### src/rtl/alu_issue_wb.sv
// alu_issue_wb -- execute/writeback stage wrapped around an external 8-bit
// combinational ALU.
//
// An instruction is accepted over in_valid/in_ready. Its operands are read
// from a small local register file, or forwarded from the ALU when the
// instruction ahead is retiring on the same edge. They are held in the EX
// register, which drives the ALU. The ALU result is written back to the
// register file and, on the same edge, captured into the OUT register. OUT
// is presented downstream over out_valid/out_ready.
//
// Ports
//   clk, rst_n                  clock, async active-low reset
//   in_valid/in_ready           instruction handshake
//   in_op/in_rd/in_rs1/in_rs2   opcode and register indices
//   in_imm                      immediate (load-imm only)
//   alu_a/alu_b/alu_op          ALU operands and opcode (EX register)
//   alu_result                  ALU combinational result
//   out_valid/out_ready         result handshake
//   out_data/out_rd/out_zero    result, destination, zero flag
module alu_issue_wb #(
   parameter int W    = 8,
   parameter int NREG = 4,
   parameter int AW   = 2
) (
   input  logic          clk,
   input  logic          rst_n,
   input  logic          in_valid,
   output logic          in_ready,
   input  logic [2:0]    in_op,
   input  logic [AW-1:0] in_rd,
   input  logic [AW-1:0] in_rs1,
   input  logic [AW-1:0] in_rs2,
   input  logic [W-1:0]  in_imm,
   output logic [W-1:0]  alu_a,
   output logic [W-1:0]  alu_b,
   output logic [2:0]    alu_op,
   input  logic [W-1:0]  alu_result,
   output logic          out_valid,
   input  logic          out_ready,
   output logic [W-1:0]  out_data,
   output logic [AW-1:0] out_rd,
   output logic          out_zero
);

   localparam logic [2:0] OP_ADD = 3'b000;
   localparam logic [2:0] OP_LI  = 3'b010;

   typedef struct packed {
      logic [2:0]    op;
      logic [W-1:0]  a;
      logic [W-1:0]  b;
      logic [AW-1:0] rd;
   } ex_t;

   logic [NREG-1:0][W-1:0] rf;
   logic                   ex_valid;
   ex_t                    ex;
   logic                   ex_fire;
   logic                   accept;
   logic [W-1:0]           rs1_val;
   logic [W-1:0]           rs2_val;

   // EX retires whenever OUT is empty or is being drained this cycle.
   assign ex_fire  = ex_valid & (~out_valid | out_ready);
   assign in_ready = ~ex_valid | ex_fire;
   assign accept   = in_valid & in_ready;

   assign alu_a  = ex.a;
   assign alu_b  = ex.b;
   assign alu_op = ex.op;

   // The register file write for the retiring instruction lands on the same
   // edge as the read of the next one. A RAW hazard on ex.rd must therefore
   // take the ALU output directly.
   always_comb begin
      rs1_val = rf[in_rs1];
      rs2_val = rf[in_rs2];
      if (ex_fire && in_rs1 == ex.rd) rs1_val = alu_result;
      if (ex_fire && in_rs2 == ex.rd) rs2_val = alu_result;
   end

   always_ff @(posedge clk or negedge rst_n) begin
      if (!rst_n) begin
         for (int i = 0; i < NREG; i++) rf[i] <= '0;
      end else if (ex_fire) begin
         rf[ex.rd] <= alu_result;
      end
   end

   // EX stage. An accept on the same edge as ex_fire refills EX, so
   // ex_valid stays high.
   always_ff @(posedge clk or negedge rst_n) begin
      if (!rst_n) begin
         ex_valid <= 1'b0;
         ex       <= '0;
      end else if (accept) begin
         ex_valid <= 1'b1;
         ex.rd    <= in_rd;
         if (in_op == OP_LI) begin
            // load-imm is executed as imm + 0.
            ex.op <= OP_ADD;
            ex.a  <= in_imm;
            ex.b  <= '0;
         end else begin
            // Reserved opcodes pass through. The ALU yields 0 for them,
            // and that 0 is written back like any other result.
            ex.op <= in_op;
            ex.a  <= rs1_val;
            ex.b  <= rs2_val;
         end
      end else if (ex_fire) begin
         ex_valid <= 1'b0;
      end
   end

   // OUT stage
   always_ff @(posedge clk or negedge rst_n) begin
      if (!rst_n) begin
         out_valid <= 1'b0;
         out_data  <= '0;
         out_rd    <= '0;
         out_zero  <= 1'b0;
      end else if (ex_fire) begin
         out_valid <= 1'b1;
         out_data  <= alu_result;
         out_rd    <= ex.rd;
         out_zero  <= (alu_result == '0);
      end else if (out_valid && out_ready) begin
         out_valid <= 1'b0;
      end
   end

endmodule

### config.mk
export PLATFORM = sky130hd
export DESIGN_NAME = alu_issue_wb
export DESIGN_NICKNAME = d
export VERILOG_FILES = /design/src/rtl/alu_issue_wb.sv
export SDC_FILE = /design/constraint.sdc
export NUM_CORES = 1
export LEC_CHECK = 0
export CAP_MARGIN = 20
export CORE_MARGIN = 2
export CORE_UTILIZATION = 59
export CTS_BUF_LIST = sky130_fd_sc_hd__clkbuf_2
export DETAILED_ROUTE_END_ITERATION = 6
export GPL_TIMING_DRIVEN = 0
export PLACE_DENSITY = 0.88
export SKIP_LAST_GASP = 1
export SLEW_MARGIN = 40
export SYNTH_ARGS = -nofsm -noshare
export SYNTH_HDL_FRONTEND = slang
export SYNTH_SLANG_ARGS = --single-unit
export TNS_END_PERCENT = 30
### constraint.sdc
create_clock -name clk -period 3.58 [get_ports clk]
set_clock_uncertainty 0.05 [all_clocks]
set_input_delay 0.716 -clock clk [delete_from_list [all_inputs] [get_ports clk]]
set_output_delay 0.716 -clock clk [all_outputs]
set_load 0.01 [all_outputs]
Yosys cells after proc, flatten, opt, wreduce, memory -nomap -nowiden
Cells that the tools add are included.
{"block": "totals", "inputBits": 29, "regBits": 66, "elab_cells": 47, "out_inout_bits": 32}
{"block": "op_classes", "n_mux": 14, "order_cmp": 4, "reduce_logical": 7, "n_bitwise": 6, "eq_ne": 3}
{"op": "2-to-1 mux 8 bit", "count": 5}
{"op": "binary-select mux 8 bit (select 2 bit)", "count": 2}
{"op": "bitwise mux 32 bit", "count": 1}
{"op": "2-to-1 mux 19 bit", "count": 1}
{"op": "demux 8 bit (select 2 bit)", "count": 1}
{"op": "less-than comparator 2 x 3 -> 1 bit, second input constant", "count": 3}
{"op": "zero test 8 bit", "count": 1}
{"op": "equality test 2 bit", "count": 2}
{"op": "logical AND 1 bit", "count": 4}
{"op": "2-to-1 mux 1 bit", "count": 4}
{"op": "nonzero test 2 bit", "count": 2}
{"op": "equality test 3 x 2 -> 1 bit, second input constant", "count": 1}
{"op": "AND 1 bit", "count": 2}
{"op": "greater-or-equal comparator 2 x 1 -> 1 bit, second input constant", "count": 1}
{"op": "NOT 1 bit", "count": 2}
{"op": "OR 1 bit", "count": 2}

Longest topological paths before layout
{"block": "depth", "word_depth": 6, "depth_mapped": 8}

Worst setup path after synthesis
No wires, ideal clock.
{"block": "synth_timing", "kind": "input port to flip-flop", "from": "in in_rs2[1]", "to": "reg ex, in the netlist alu_b[0]", "slack_ns": 1.689, "t_arrival_ns": 1.715, "n_path_buf": 1, "cell_stages": 5, "cell_sequence": "buf_4 -> xor2_1 -> nor2_1 -> a21boi_4 -> a221o_2"}
{"block": "synth_between", "elab_chain_cells": 4, "elab_cells_between_ends": 6}
{"element": "start: declaration", "line_no": "32", "text": "input logic [AW-1:0] in_rs2,"}
{"element": "binary-select mux 8 bit (select 2 bit) / equality test 2 bit (equally long branches)", "line_no": "77, 79"}
{"element": "2-to-1 mux 8 bit (not written as such) / logical AND 1 bit (equally long branches)", "line_no": "77, 79"}
{"element": "2-to-1 mux 8 bit *", "line_no": "79", "text": "if (ex_fire && in_rs2 == ex.rd) rs2_val = alu_result;"}
{"element": "2-to-1 mux 19 bit *", "line_no": "99", "text": "if (in_op == OP_LI) begin"}
{"element": "end: declaration", "line_no": "57", "text": "ex_t ex;"}
Mark *: on every way between the ends. The rest lies on a longest branch, timed or not. The select of a mux whose other input is x is not followed.
A chain may end at the register's enable or synchronous reset.

Final worst setup path
{"block": "layout_timing", "from": "in out_ready", "to": "out in_ready"}
{"block": "layout_between", "elab_chain_cells": 3}
{"element": "start: declaration", "line_no": "39", "text": "input logic out_ready,"}
{"element": "OR 1 bit", "line_no": "64", "text": "assign ex_fire = ex_valid & (~out_valid | out_ready);"}
{"element": "AND 1 bit", "line_no": "64"}
{"element": "OR 1 bit", "line_no": "65", "text": "assign in_ready = ~ex_valid | ex_fire;"}
{"element": "end: declaration", "line_no": "28", "text": "output logic in_ready,"}
Every way passes these cells.

==> flow_summary_export.csv <==
group,metric,value,unit
pwr,vdd_drop_max,0.000411,V
routing,wl,7970,um
place,placedCellCount,423,
timing,layout_min_cycle_time,2900,ps
place,placed_area,4130,um^2
clock_tree,cts-root-buf,"clkbuf_2",
global_route,grt-ovfl-total,0,
worst_setup_path,worst-path-max-fanout,6,
worst_setup_path,end_kind,"primary output",
worst_setup_path,cp_top_family,"buffers and inverters",
finish,nets,391,
synth,ys_seq_area_frac,0.478,
clock_tree,cts_hold_buffers,0,
floorplanning,io_pins,61,
timing,slew_violations,0,
clock_tree,clk-insertion-delay-late,510,ps
finish,final_util,0.758,
worst_setup_path,critPathSlowestCell,"clkdlybuf4s50_1",
global_route,grt_pass1_vias,2713,
place,gp_congestion,0.861,
worst_setup_path,max_stage_delay,540,ps
synth,ys_ff_latch,66,
routing,firstDrtPassIters,4,
global_route,grt_max_degree,44,
worst_hold_path,hp-class,"in2async",
finish,layoutNonFillerInstCount,439,
routing,via_count,2579,
clock_tree,post-cts-setup-buffers,0,
pwr,power_leakage,1.88,nW
routing,ant_nets,0,
synth,syn-instance-count,294,
finish,num-fill-cells,389,
global_route,grt_use_total,0.275,
finish,postLayoutCellArea,4230,um^2
floorplanning,die-area,6490,um^2
timing,hold_viol_final,0,
place,port_buffers,56,
worst_setup_path,crit_type,"in2out",
routing,drtIter0Drc,241,
clock_tree,clockBufferDepth,2,
clock_tree,cts_resized,0,
pwr,power_density,580,nW/um^2
global_route,antenna_found_initial,0,
worst_setup_path,crit_path_frequent_cell,"clkdlybuf4s50_1",
global_route,grt_pass1_wl,13100,um
clock_tree,path_clk_slew,180,ps
timing,relSlewSlack,0.486,
clock_tree,cts_htree_levels,3,
timing,max_freq,0.345,GHz
timing,min_period_over_period,0.809,
worst_setup_path,cp.buffers_inverters,4,
timing,timing.hold.ws,22.2,ps
worst_setup_path,arrival,2130,ps
finish,drive_above_1_share,0.305,
finish,register_area,1650,um^2
place,hpwl,5870,um
routing,via_per_inst,5.87,
floorplanning,start_util,0.620,
synth,netlist_area,3460,um^2
floorplanning,die_y,80.5,um
run,drv_cap,0,
routing,wl_per_cell,18.2,um
synth,ys_warn_count,0,
clock_tree,numCtsBuffers,9,
floorplanning,die_x,80.5,um
timing,tightest_slew,767,ps
clock_tree,cts_tree,"done",
synth,synthFlopType,"dfrtp_1",
worst_setup_path,cp_cell_sequence,"clkdlybuf4s50_1 -> and3b_1 -> buf_6 -> inv_2 -> clkdlybuf4s50_1",
clock_tree,clkSinkCount,66,
routing,post-route-drc-count,0,
timing,setup_viol,0,
timing,rsz0062_at_grt,"no",
worst_setup_path,required,2810,ps
finish,area_growth,22.2,%
floorplanning,rows,27,
worst_setup_path,start_kind,"input pin",
finish,diodes,0,
synth,syn_nets,323,
run_status,status,"completed",
synth,ys_async_sr_fraction,1.00,
synth,synthDistinctLibCells,38,
floorplanning,core,5570,um^2
synth,avgSynthCellArea,11.8,um^2
finish,multiInputGateArea,1500,um^2
synth,synth-edff-count,0,
kinds of logic after synthesis:
logic type,share of synthesized area
xor+xnor,0.0101
simple gates,0.128
mux,0.215
buf+inv,0.0898
flops,0.478
compound gates,0.0793
registers in the layout, summed over array words and instances (netlist names):
register / flops
alu_a: 8
alu_b: 8
alu_op: 3
ex: 2
ex_valid: 1
out_data: 8
out_rd: 2
out_valid: 1
out_zero: 1
rf: 32
through the flow:
step / power, W / setup TNS, ps / worst slack (ps)
final: 0.00245 / 0 / 683
after global routing: 0.00259 / 0 / 643
after CTS: 0.00245 / 0 / 676
after detailed placement: 0.00205 / 0 / 682
after global placement: 0.00199 / -23630 / -361
after floorplan: 0.00169 / 0 / 1690
final timing paths:
kind                                          from                      end  slack [ps]  cells after the start
min in group clk           out_data[1]$_DFFE_PN0P_  out_data[1]$_DFFE_PN0P_         450                      2
setup / recovery                         out_ready                 in_ready         680                      5
max in group asynchronous                    rst_n        rf[5]$_DFFE_PN0P_        2920                      2
hold reg to reg            out_data[1]$_DFFE_PN0P_  out_data[1]$_DFFE_PN0P_         450                      2
hold / removal                               rst_n     alu_b[7]$_DFFE_PN0P_          20                      1
setup reg to reg             out_valid$_DFFE_PN0P_        rf[2]$_DFFE_PN0P_        1640                      4
synth_stat cells, types with 4 or more instances:
master / count / area, um^2
nor3_1: 6 / 30.0
nand3_1: 4 / 20.0
buf_6: 4 / 45.0
nor2_1: 7 / 26.3
nand2_1: 53 / 199
inv_1: 14 / 52.6
dfrtp_1: 66 / 1650
and2_1: 5 / 31.3
o21ai_0: 5 / 25.0
a221oi_1: 5 / 43.8
mux4_2: 16 / 360
buf_4: 24 / 180
buf_2: 5 / 25.0
o221ai_1: 5 / 43.8
o22ai_1: 5 / 31.3
mux2_2: 34 / 383
cell type report:
cell class / count / share of cell area
repair buffers: 57 / 0.137
clock buffers: 11 / 0.0130
flip-flops and latches: 66 / 0.391
plain buffers: 34 / 0.0601
well taps: 72 / 0.0213
inverters: 15 / 0.0133
clock inverters: 5 / 0.0107
multi-input cells: 179 / 0.354
power by group:
group          internal, W  switching, W  total, W  leakage (nW)
Clock             0.000159      0.000260  0.000419        0.0661
Sequential        0.000973      0.000146   0.00112         0.794
Combinational     0.000559      0.000355  0.000914          1.02
Total              0.00169      0.000761   0.00245          1.88
per-layer routing:
| metal | vias up | share of wire | GRT usage |
|---|---|---|---|
| li1 | 1168 | - | - |
| met1 | 1279 | 0.42 | 0.367 |
| met2 | 113 | 0.48 | 0.445 |
| met3 | 19 | 0.080 | 0.0528 |
| met4 | 0 | 0.023 | 0.114 |
| met5 | - | 0 | 0 |
layout by cell type (no fill, tap or decap), types with 6 or more instances in the layout:
master,instances
clkdlybuf4s50_1,55
clkbuf_2,11
nand2_1,53
buf_4,25
mux2_2,34
dfrtp_1,66
inv_1,14
mux4_2,16
nor2_1,7
nor3_1,6
worst reg2reg max path: cells and delay by family (launching register included):
| family | cells | cell delay, ps |
|---|---|---|
| DFF | 1 | 440 |
| muxes | 1 | 420 |
| and+or+nand+nor | 3 | 920 |
(Power assumes the default switching activity.)
